## config.mk

```make
export PLATFORM = sky130hd
export DESIGN_NAME = mem_exc_unit_flat
export DESIGN_NICKNAME = d
export VERILOG_FILES = /design/src/rtl/mem_exc_unit_pkg.sv /design/src/rtl/mem_exc_unit_if.sv /design/src/rtl/mem_window_match.sv /design/src/rtl/mem_exc_unit.sv /design/src/flat_wrapper.sv
export SDC_FILE = /design/constraint.sdc
export NUM_CORES = 1
export LEC_CHECK = 0
export ABC_CLOCK_PERIOD_IN_PS = 2200
export BUFFER_PORTS_ARGS = -buffer_cell sky130_fd_sc_hd__buf_2
export CORE_AREA = 2 2 83 85
export DETAILED_ROUTE_END_ITERATION = 10
export DIE_AREA = 0 0 85 87
export PLACE_DENSITY = 0.8
export SYNTH_ARGS = -nofsm -noshare
export SYNTH_HDL_FRONTEND = slang
export SYNTH_HIERARCHICAL = 1
export SYNTH_SLANG_ARGS = --single-unit
```

## constraint.sdc

```tcl
create_clock -name clk -period 2.2 [get_ports clk]
set_input_delay 0.44 -clock clk [delete_from_list [all_inputs] [get_ports clk]]
set_output_delay 0.44 -clock clk [all_outputs]
set_load 0.05 [all_outputs]
```

## src/rtl/mem_exc_unit_pkg.sv

```systemverilog
// Shared encodings, default address map and small helpers for the M-stage
// memory exception unit.
package mem_exc_unit_pkg;

  localparam logic [2:0] BOP_NONE = 3'd0;
  localparam logic [2:0] BOP_SW   = 3'd1;
  localparam logic [2:0] BOP_SB   = 3'd2;
  localparam logic [2:0] BOP_SH   = 3'd3;
  localparam logic [2:0] BOP_LW   = 3'd4;
  localparam logic [2:0] BOP_LB   = 3'd5;
  localparam logic [2:0] BOP_LH   = 3'd6;

  typedef enum logic [4:0] {
    EXC_NONE = 5'd0,
    EXC_ADEL = 5'd4,
    EXC_ADES = 5'd5,
    EXC_OV   = 5'd12
  } exc_code_e;

  typedef enum logic {
    ST_IDLE = 1'b0,
    ST_HOLD = 1'b1
  } state_e;

  typedef struct packed {
    logic        hit;
    logic [4:0]  code;
    logic [31:0] vaddr;
  } exc_rec_t;

  localparam int unsigned  DEF_NUM_DEV     = 3;
  localparam logic [31:0]  DEF_DM_END      = 32'h0000_2fff;
  localparam logic [95:0]  DEF_DEV_BASE    = {32'h0000_7f20, 32'h0000_7f10, 32'h0000_7f00};
  localparam logic [8:0]   DEF_DEV_WORDS   = {3'd1, 3'd3, 3'd3};
  localparam logic [23:0]  DEF_DEV_RO_MASK = {8'h00, 8'h04, 8'h04};

  function automatic logic is_load(input logic [2:0] op);
    return (op == BOP_LW) || (op == BOP_LB) || (op == BOP_LH);
  endfunction

  function automatic logic is_store(input logic [2:0] op);
    return (op == BOP_SW) || (op == BOP_SB) || (op == BOP_SH);
  endfunction

  function automatic exc_rec_t mk_exc(input logic [4:0] code, input logic [31:0] vaddr);
    exc_rec_t rec;
    rec.hit   = 1'b1;
    rec.code  = code;
    rec.vaddr = vaddr;
    return rec;
  endfunction

endpackage

```

## src/rtl/mem_exc_unit_if.sv

```systemverilog
// M-stage request / CP0 exception bus of the memory exception unit.
interface mem_exc_if #(
  parameter int unsigned CNT_W = 16
);
  logic             req_valid;
  logic [31:0]      pc;
  logic             pc_adel;
  logic [31:0]      addr;
  logic [2:0]       byte_op;
  logic             ov_in;
  logic             flush;
  logic             exc_ack;
  logic             exc_valid;
  logic [4:0]       exc_code;
  logic [31:0]      bad_vaddr;
  logic [CNT_W-1:0] exc_count;

  modport master (
    output req_valid, pc, pc_adel, addr, byte_op, ov_in, flush, exc_ack,
    input  exc_valid, exc_code, bad_vaddr, exc_count
  );

  modport slave (
    input  req_valid, pc, pc_adel, addr, byte_op, ov_in, flush, exc_ack,
    output exc_valid, exc_code, bad_vaddr, exc_count
  );
endinterface

```

## src/rtl/mem_window_match.sv

```systemverilog
// One device window: hit test and read-only flag of the addressed word.
module mem_window_match #(
  parameter logic [31:0] BASE    = 32'h0000_7f00,
  parameter logic [2:0]  WORDS   = 3'd1,
  parameter logic [7:0]  RO_MASK = 8'h00
) (
  input  logic [31:0] addr,
  output logic        hit,
  output logic        ro
);
  logic [32:0] limit_s;
  logic [2:0]  word_idx_s;

  // Limit in 33 bits so a window ending at 32'hffff_ffff does not wrap.
  assign limit_s    = {1'b0, BASE} + {28'd0, WORDS, 2'b00};
  assign word_idx_s = 3'((addr - BASE) >> 2);
  assign hit        = (addr >= BASE) && ({1'b0, addr} < limit_s);
  assign ro         = hit && RO_MASK[word_idx_s];

endmodule

```

## src/rtl/mem_exc_unit.sv

```systemverilog
// M-stage memory exception check: classifies the access, registers the
// result and holds the first exception for CP0 until acknowledged.
module mem_exc_unit
  import mem_exc_unit_pkg::*;
#(
  parameter int unsigned            NUM_DEV     = DEF_NUM_DEV,
  parameter logic [31:0]            DM_END      = DEF_DM_END,
  parameter logic [NUM_DEV*32-1:0]  DEV_BASE    = DEF_DEV_BASE,
  parameter logic [NUM_DEV*3-1:0]   DEV_WORDS   = DEF_DEV_WORDS,
  parameter logic [NUM_DEV*8-1:0]   DEV_RO_MASK = DEF_DEV_RO_MASK,
  parameter int unsigned            CNT_W       = 16
) (
  input  logic     clk,
  input  logic     reset,
  mem_exc_if.slave bus
);
  logic [NUM_DEV-1:0] win_hit_s;
  logic [NUM_DEV-1:0] win_ro_s;
  logic               dev_hit_s;
  logic               sel_ro_s;
  logic               is_mem_s;
  logic               word_op_s;
  logic               in_dm_s;
  logic               misal_s;
  logic               hit_s;
  exc_code_e          acc_code_s;
  exc_rec_t           det_s;

  state_e             state_r;
  logic               exc_valid_r;
  logic [4:0]         exc_code_r;
  logic [31:0]        bad_vaddr_r;
  logic [CNT_W-1:0]   cnt_r;

  for (genvar i = 0; i < NUM_DEV; i++) begin : g_win
    mem_window_match #(
      .BASE    (DEV_BASE[32*i +: 32]),
      .WORDS   (DEV_WORDS[3*i +: 3]),
      .RO_MASK (DEV_RO_MASK[8*i +: 8])
    ) u_win (
      .addr (bus.addr),
      .hit  (win_hit_s[i]),
      .ro   (win_ro_s[i])
    );
  end

  assign dev_hit_s  = |win_hit_s;
  assign is_mem_s   = is_load(bus.byte_op) || is_store(bus.byte_op);
  assign word_op_s  = (bus.byte_op == BOP_LW) || (bus.byte_op == BOP_SW);
  assign in_dm_s    = (bus.addr <= DM_END);
  assign acc_code_s = is_load(bus.byte_op) ? EXC_ADEL : EXC_ADES;
  assign hit_s      = det_s.hit && !bus.flush;

  // Lowest-numbered matching window supplies the read-only flag.
  always_comb begin
    sel_ro_s = 1'b0;
    for (int i = int'(NUM_DEV) - 1; i >= 0; i--) begin
      if (win_hit_s[i]) begin
        sel_ro_s = win_ro_s[i];
      end else begin
        sel_ro_s = sel_ro_s;
      end
    end
  end

  // Alignment check by access width.
  always_comb begin
    misal_s = 1'b0;
    case (bus.byte_op)
      BOP_LW, BOP_SW: misal_s = (bus.addr[1:0] != 2'b00);
      BOP_LH, BOP_SH: misal_s = bus.addr[0];
      default:        misal_s = 1'b0;
    endcase
  end

  // Priority classification; earlier rules shadow later ones.
  always_comb begin
    det_s = '0;
    if (!bus.req_valid) begin
      det_s = '0;
    end else if (bus.pc_adel) begin
      det_s = mk_exc(EXC_ADEL, bus.pc);
    end else if (bus.ov_in && !is_mem_s) begin
      det_s = mk_exc(EXC_OV, bus.pc);
    end else if (bus.ov_in) begin
      det_s = mk_exc(acc_code_s, bus.addr);
    end else if (!is_mem_s) begin
      det_s = '0;
    end else if (misal_s) begin
      det_s = mk_exc(acc_code_s, bus.addr);
    end else if (!in_dm_s && !dev_hit_s) begin
      det_s = mk_exc(acc_code_s, bus.addr);
    end else if (dev_hit_s && !word_op_s) begin
      det_s = mk_exc(acc_code_s, bus.addr);
    end else if (dev_hit_s && is_store(bus.byte_op) && sel_ro_s) begin
      det_s = mk_exc(EXC_ADES, bus.addr);
    end else begin
      det_s = '0;
    end
  end

  // Hold FSM: first exception is frozen until CP0 acknowledges it.
  always_ff @(posedge clk or posedge reset) begin
    if (reset) begin
      state_r     <= ST_IDLE;
      exc_valid_r <= 1'b0;
      exc_code_r  <= 5'd0;
      bad_vaddr_r <= 32'd0;
    end else begin
      case (state_r)
        ST_IDLE: begin
          if (hit_s) begin
            exc_valid_r <= 1'b1;
            exc_code_r  <= det_s.code;
            bad_vaddr_r <= det_s.vaddr;
            state_r     <= ST_HOLD;
          end
        end
        ST_HOLD: begin
          if (bus.exc_ack && hit_s) begin
            exc_code_r  <= det_s.code;
            bad_vaddr_r <= det_s.vaddr;
          end else if (bus.exc_ack) begin
            exc_valid_r <= 1'b0;
            state_r     <= ST_IDLE;
          end
        end
        default: begin
          exc_valid_r <= 1'b0;
          state_r     <= ST_IDLE;
        end
      endcase
    end
  end

  // Saturating debug count of every registered, unflushed hit.
  always_ff @(posedge clk or posedge reset) begin
    if (reset) begin
      cnt_r <= '0;
    end else if (hit_s && (cnt_r != {CNT_W{1'b1}})) begin
      cnt_r <= cnt_r + {{(CNT_W-1){1'b0}}, 1'b1};
    end else begin
      cnt_r <= cnt_r;
    end
  end

  assign bus.exc_valid = exc_valid_r;
  assign bus.exc_code  = exc_code_r;
  assign bus.bad_vaddr = bad_vaddr_r;
  assign bus.exc_count = cnt_r;

endmodule
```

## src/flat_wrapper.sv

```systemverilog
// flat-port wrapper written by rule: the top's interface ports become plain ports
module mem_exc_unit_flat import mem_exc_unit_pkg::*;
#(
  parameter int unsigned            NUM_DEV     = DEF_NUM_DEV,
  parameter logic [31:0]            DM_END      = DEF_DM_END,
  parameter logic [NUM_DEV*32-1:0]  DEV_BASE    = DEF_DEV_BASE,
  parameter logic [NUM_DEV*3-1:0]   DEV_WORDS   = DEF_DEV_WORDS,
  parameter logic [NUM_DEV*8-1:0]   DEV_RO_MASK = DEF_DEV_RO_MASK,
  parameter int unsigned            CNT_W       = 16
)
  (clk, reset, bus_req_valid, bus_pc, bus_pc_adel, bus_addr, bus_byte_op, bus_ov_in, bus_flush, bus_exc_ack, bus_exc_valid, bus_exc_code, bus_bad_vaddr, bus_exc_count);
  mem_exc_if #(.CNT_W(CNT_W)) bus_i ();
  input  logic clk;
  input  logic reset;
  input wire logic [$bits(bus_i.req_valid)-1:0] bus_req_valid;
  input wire logic [$bits(bus_i.pc)-1:0] bus_pc;
  input wire logic [$bits(bus_i.pc_adel)-1:0] bus_pc_adel;
  input wire logic [$bits(bus_i.addr)-1:0] bus_addr;
  input wire logic [$bits(bus_i.byte_op)-1:0] bus_byte_op;
  input wire logic [$bits(bus_i.ov_in)-1:0] bus_ov_in;
  input wire logic [$bits(bus_i.flush)-1:0] bus_flush;
  input wire logic [$bits(bus_i.exc_ack)-1:0] bus_exc_ack;
  output wire logic [$bits(bus_i.exc_valid)-1:0] bus_exc_valid;
  output wire logic [$bits(bus_i.exc_code)-1:0] bus_exc_code;
  output wire logic [$bits(bus_i.bad_vaddr)-1:0] bus_bad_vaddr;
  output wire logic [$bits(bus_i.exc_count)-1:0] bus_exc_count;
  assign bus_i.req_valid = bus_req_valid;
  assign bus_i.pc = bus_pc;
  assign bus_i.pc_adel = bus_pc_adel;
  assign bus_i.addr = bus_addr;
  assign bus_i.byte_op = bus_byte_op;
  assign bus_i.ov_in = bus_ov_in;
  assign bus_i.flush = bus_flush;
  assign bus_i.exc_ack = bus_exc_ack;
  assign bus_exc_valid = bus_i.exc_valid;
  assign bus_exc_code = bus_i.exc_code;
  assign bus_bad_vaddr = bus_i.bad_vaddr;
  assign bus_exc_count = bus_i.exc_count;
  mem_exc_unit #(.NUM_DEV(NUM_DEV), .DM_END(DM_END), .DEV_BASE(DEV_BASE), .DEV_WORDS(DEV_WORDS), .DEV_RO_MASK(DEV_RO_MASK), .CNT_W(CNT_W)) u_core (.clk(clk), .reset(reset), .bus(bus_i));
endmodule
```

==> results.sh <==
export IMPL_outcome="finished, violations left"
export IMPL_violations="setup timing"
export IMPL_period_share_pct=124
export IMPL_clk_latency_ns=0.32
export IMPL_initial_core_util_pct=47.6
export IMPL_gr_total_overflow=0
export IMPL_grtUsageTotal_pct=30.2
export IMPL_ant_nets=0
export IMPL_critical_path_class="in -> reg"
export IMPL_drv_cap=0
export IMPL_synth_area_leaders="dfrtp_1 42%, mux2_1 11%, a22o_1 8.4%, nor4_2 4.8%, xor2_1 3.1%"
export IMPL_core_area_um2=6570
export IMPL_synth_cells=277
export IMPL_die_x_um=85
export IMPL_dp_hpwl_mm=6.81
export IMPL_p_switching_mw=1.88
export IMPL_slowest_delay_ns=0.35
export IMPL_min_path_type="in -> async"
export IMPL_gp_congestion=1.02
export IMPL_cts_root_buffer="clkbuf_8"
export IMPL_portBuffers=125
export IMPL_grt_start_max_net_pins=20
export IMPL_num_rows=30
export IMPL_async_flop_share_pct=100
export IMPL_ys_ff_latch=53
export IMPL_syn_avg_cell_area_um2=11.3
export IMPL_synth_distinct_cells=48
export IMPL_postPlaceCellArea_um2=4210
export IMPL_drive_gt1_share_pct=62.7
export IMPL_p_seq_share_pct=33.3
export IMPL_cpMostUsedCell="buf_12"
export IMPL_vias_per_cell=6.31
export IMPL_setup_violations=53
export IMPL_reg2reg_slack_ns=0.13
export IMPL_synth_top_area_share_pct=42.4
export IMPL_cts_tree="built"
export IMPL_cts_max_path_buffers=2
export IMPL_path_cells="buf_4, nor4bb_4, nand4_1, nor4_2, a21oi_2, a211oi_4, o41ai_2, o31a_4, a21oi_4, buf_12, buf_12, mux2_2"
export IMPL_cts_sinks=53
export IMPL_cpMaxStageDelayCell="mux2_2"
export IMPL_post_cts_hold_buffer_count=0
export IMPL_antenna_cells=0
export IMPL_yosysTopAreaCell="dfrtp_1"
export IMPL_tightest_slew_ns=0.596
export IMPL_cell_internal_pwr_mw=2.29
export IMPL_die_area_um2=7400
export IMPL_yosysMostFrequentCell="dfrtp_1"
export IMPL_final_setup_worst_slack_ns=-0.531
export IMPL_timing_rr_end="u_core/bus.exc_count[13]"
export IMPL_antenna_found_initial=0
export IMPL_fin_util_pct=79.7
export IMPL_peakVddDrop_v=0.000805
export IMPL_ios=128
export IMPL_finalSetupTns_ns=-21.98
export IMPL_pwr_density_cell_nw_per_um2=797
export IMPL_hold_violations=0
export IMPL_synth_area_um2=3130
export IMPL_fmax_mhz=366
export IMPL_cp_end_kind="flip-flop"
export IMPL_worst_setup_path_start_kind="primary input"
export IMPL_synth_flop_cell="dfrtp_1"
export IMPL_rsz0062_at_grt="true"
export IMPL_crit_required_ns=2.41
export IMPL_arrival_ns=2.94
export IMPL_p_comb_share_pct=49.4
export IMPL_cp_num_buf_inv=3
export IMPL_path_clk_slew_ns=0.11
export IMPL_tritoncts_num_buffers=5
export IMPL_p_clk_share_pct=17.3
export IMPL_nets=538
export IMPL_cp_max_fo=8
export IMPL_num_vias=3434
export IMPL_min_period_ns=2.73
export IMPL_wl_mm=12.3
export IMPL_ff2ff_path_depth=7
export IMPL_cp_top_family="simple AND/OR/NAND/NOR gates"
export IMPL_grt_pass1_wl_mm=17.4
export IMPL_synthTopCellsByCount="53 x dfrtp_1, 30 x a22o_1, 30 x mux2_1, 17 x nand2_1, 12 x nor4_2"
export IMPL_yosysSeqAreaShare_pct=42.4
export IMPL_leakagePower_nw=2.48
export IMPL_yosysWarnings=6
export IMPL_slew_viol_final=0
export IMPL_first_pass_iters=5
export IMPL_p_sw_share_pct=45.1
export IMPL_drt_iter0_drc=346
export IMPL_stdcell_area_um2=5230
export IMPL_post_route_drc_count=0
export IMPL_area_growth_pct=67.5
export IMPL_r2r_start="u_core/bus.exc_count[1]"
export IMPL_synth_edf_count=0
export IMPL_die_h_um=87
export IMPL_grt_pass1_vias=3395
export IMPL_htreeDepth=2
export IMPL_max_slew_margin_pct=60.2
export IMPL_wire_per_inst_um=22.6
export IMPL_fin_skew_ns=0.0139
[power by group through the flow]
| stage | clock (mW) | combinational [mW] | sequential [mW] |
|---|---|---|---|
| after floorplan | 0 | 0.442 | 2.10 |
| final | 0.721 | 2.06 | 1.39 |
| after detailed placement | 0 | 1.67 | 1.38 |
| after CTS | 0.721 | 1.90 | 1.37 |
| after global routing | 0.763 | 2.13 | 1.41 |
| after global placement | 0 | 1.64 | 1.37 |
[state kept, by name, indices dropped and copies added, names as in the netlist]
register / count
u_core/bus.bad_vaddr: 32
u_core/bus.exc_count: 16
u_core/bus.exc_code: 3
u_core/bus.exc_valid: 1
u_core/state_r: 1
[layer usage]
layer	part of all wire, %	track usage [%]	vias up
li1	-	-	1442
met1	37	34.5	1680
met2	50	55.0	250
met3	9.6	6.64	62
met4	3.9	11.8	0
met5	0	0	-
[timing repair]
item | CTS | global route
setup buffers | 15 | 7
endpoints found under the setup margin | 53 | 53
pin swaps | 26 | 23
gates resized for setup | 92 | 46
gates cloned | 4 | 3
[worst max path at each step]
stage | depth (start not counted) | startpoint | endpoint
floorplan | 10 | bus_addr[17] | u_core/bus.exc_count[15]
global placement | 11 | bus_addr[19] | u_core/bus.bad_vaddr[27]
detailed placement | 10 | bus_addr[11] | u_core/bus.bad_vaddr[1]
CTS | 13 | bus_addr[7] | u_core/bus.bad_vaddr[8]
global route | 14 | bus_addr[7] | u_core/bus.bad_vaddr[8]
finish | 12 | bus_addr[18] | u_core/bus.bad_vaddr[1]
[metrics by stage]
stage | power (mW) | cells | hold WS, ns | worst slack [ns]
after floorplan | 2.55 | 278 | 0.536 | -0.318
final | 4.17 | 544 | 0.0759 | -0.531
after global placement | 3.01 | 512 | 0.425 | -0.751
after detailed placement | 3.05 | 512 | 0.427 | -0.860
after global routing | 4.31 | 544 | 0.102 | -0.600
after CTS | 3.99 | 538 | 0.0919 | -0.374
[cell usage in the layout (no fill, tap or decap), types with 3 or more instances in the layout]
| cell | n |
|---|---|
| buf_2 | 109 |
| dfrtp_1 | 53 |
| buf_4 | 45 |
| mux2_4 | 33 |
| a22o_1 | 30 |
| buf_6 | 22 |
| nand2_1 | 17 |
| nor4_4 | 12 |
| xor2_1 | 11 |
| nand4_1 | 10 |
| buf_12 | 8 |
| nor3_4 | 7 |
| clkbuf_8 | 6 |
| nor4_1 | 5 |
| and3_1 | 5 |
| nor2_1 | 5 |
| nor4_2 | 5 |
| o22ai_4 | 4 |
| inv_1 | 4 |
| mux2_2 | 4 |
| nor4b_4 | 4 |
| buf_8 | 3 |
| nor3_1 | 3 |
| nand2b_1 | 3 |
| o21ai_0 | 3 |
| nand3_1 | 3 |
| conb_1 | 3 |
| nor4bb_4 | 3 |
[area by class of cell]
cell class | count | area [um2]
Sequential cell | 53 | 1330
Fill cell | 349 | 1340
Clock buffer | 6 | 82.6
Inverter | 5 | 18.8
Timing Repair Buffer | 190 | 1410
Multi-Input combinational cell | 208 | 2250
Tap cell | 80 | 100
Clock inverter | 2 | 37.5
[cell families (layout without fill, tap and decap cells)]
kind of cell	after synthesis	after routing	share of synthesized area [%]
DFF	53	53	42.4
other	2	3	0.240
buffers and inverters	20	203	3.92
AOI/OAI and AO/OA	51	54	13.9
xor gates and xnor gates	13	13	3.64
muxes	37	37	13.5
and+or+nand+nor	100	100	22.1
adders and majority gates	1	1	0.400
Power figures use the tool's default switching activity.
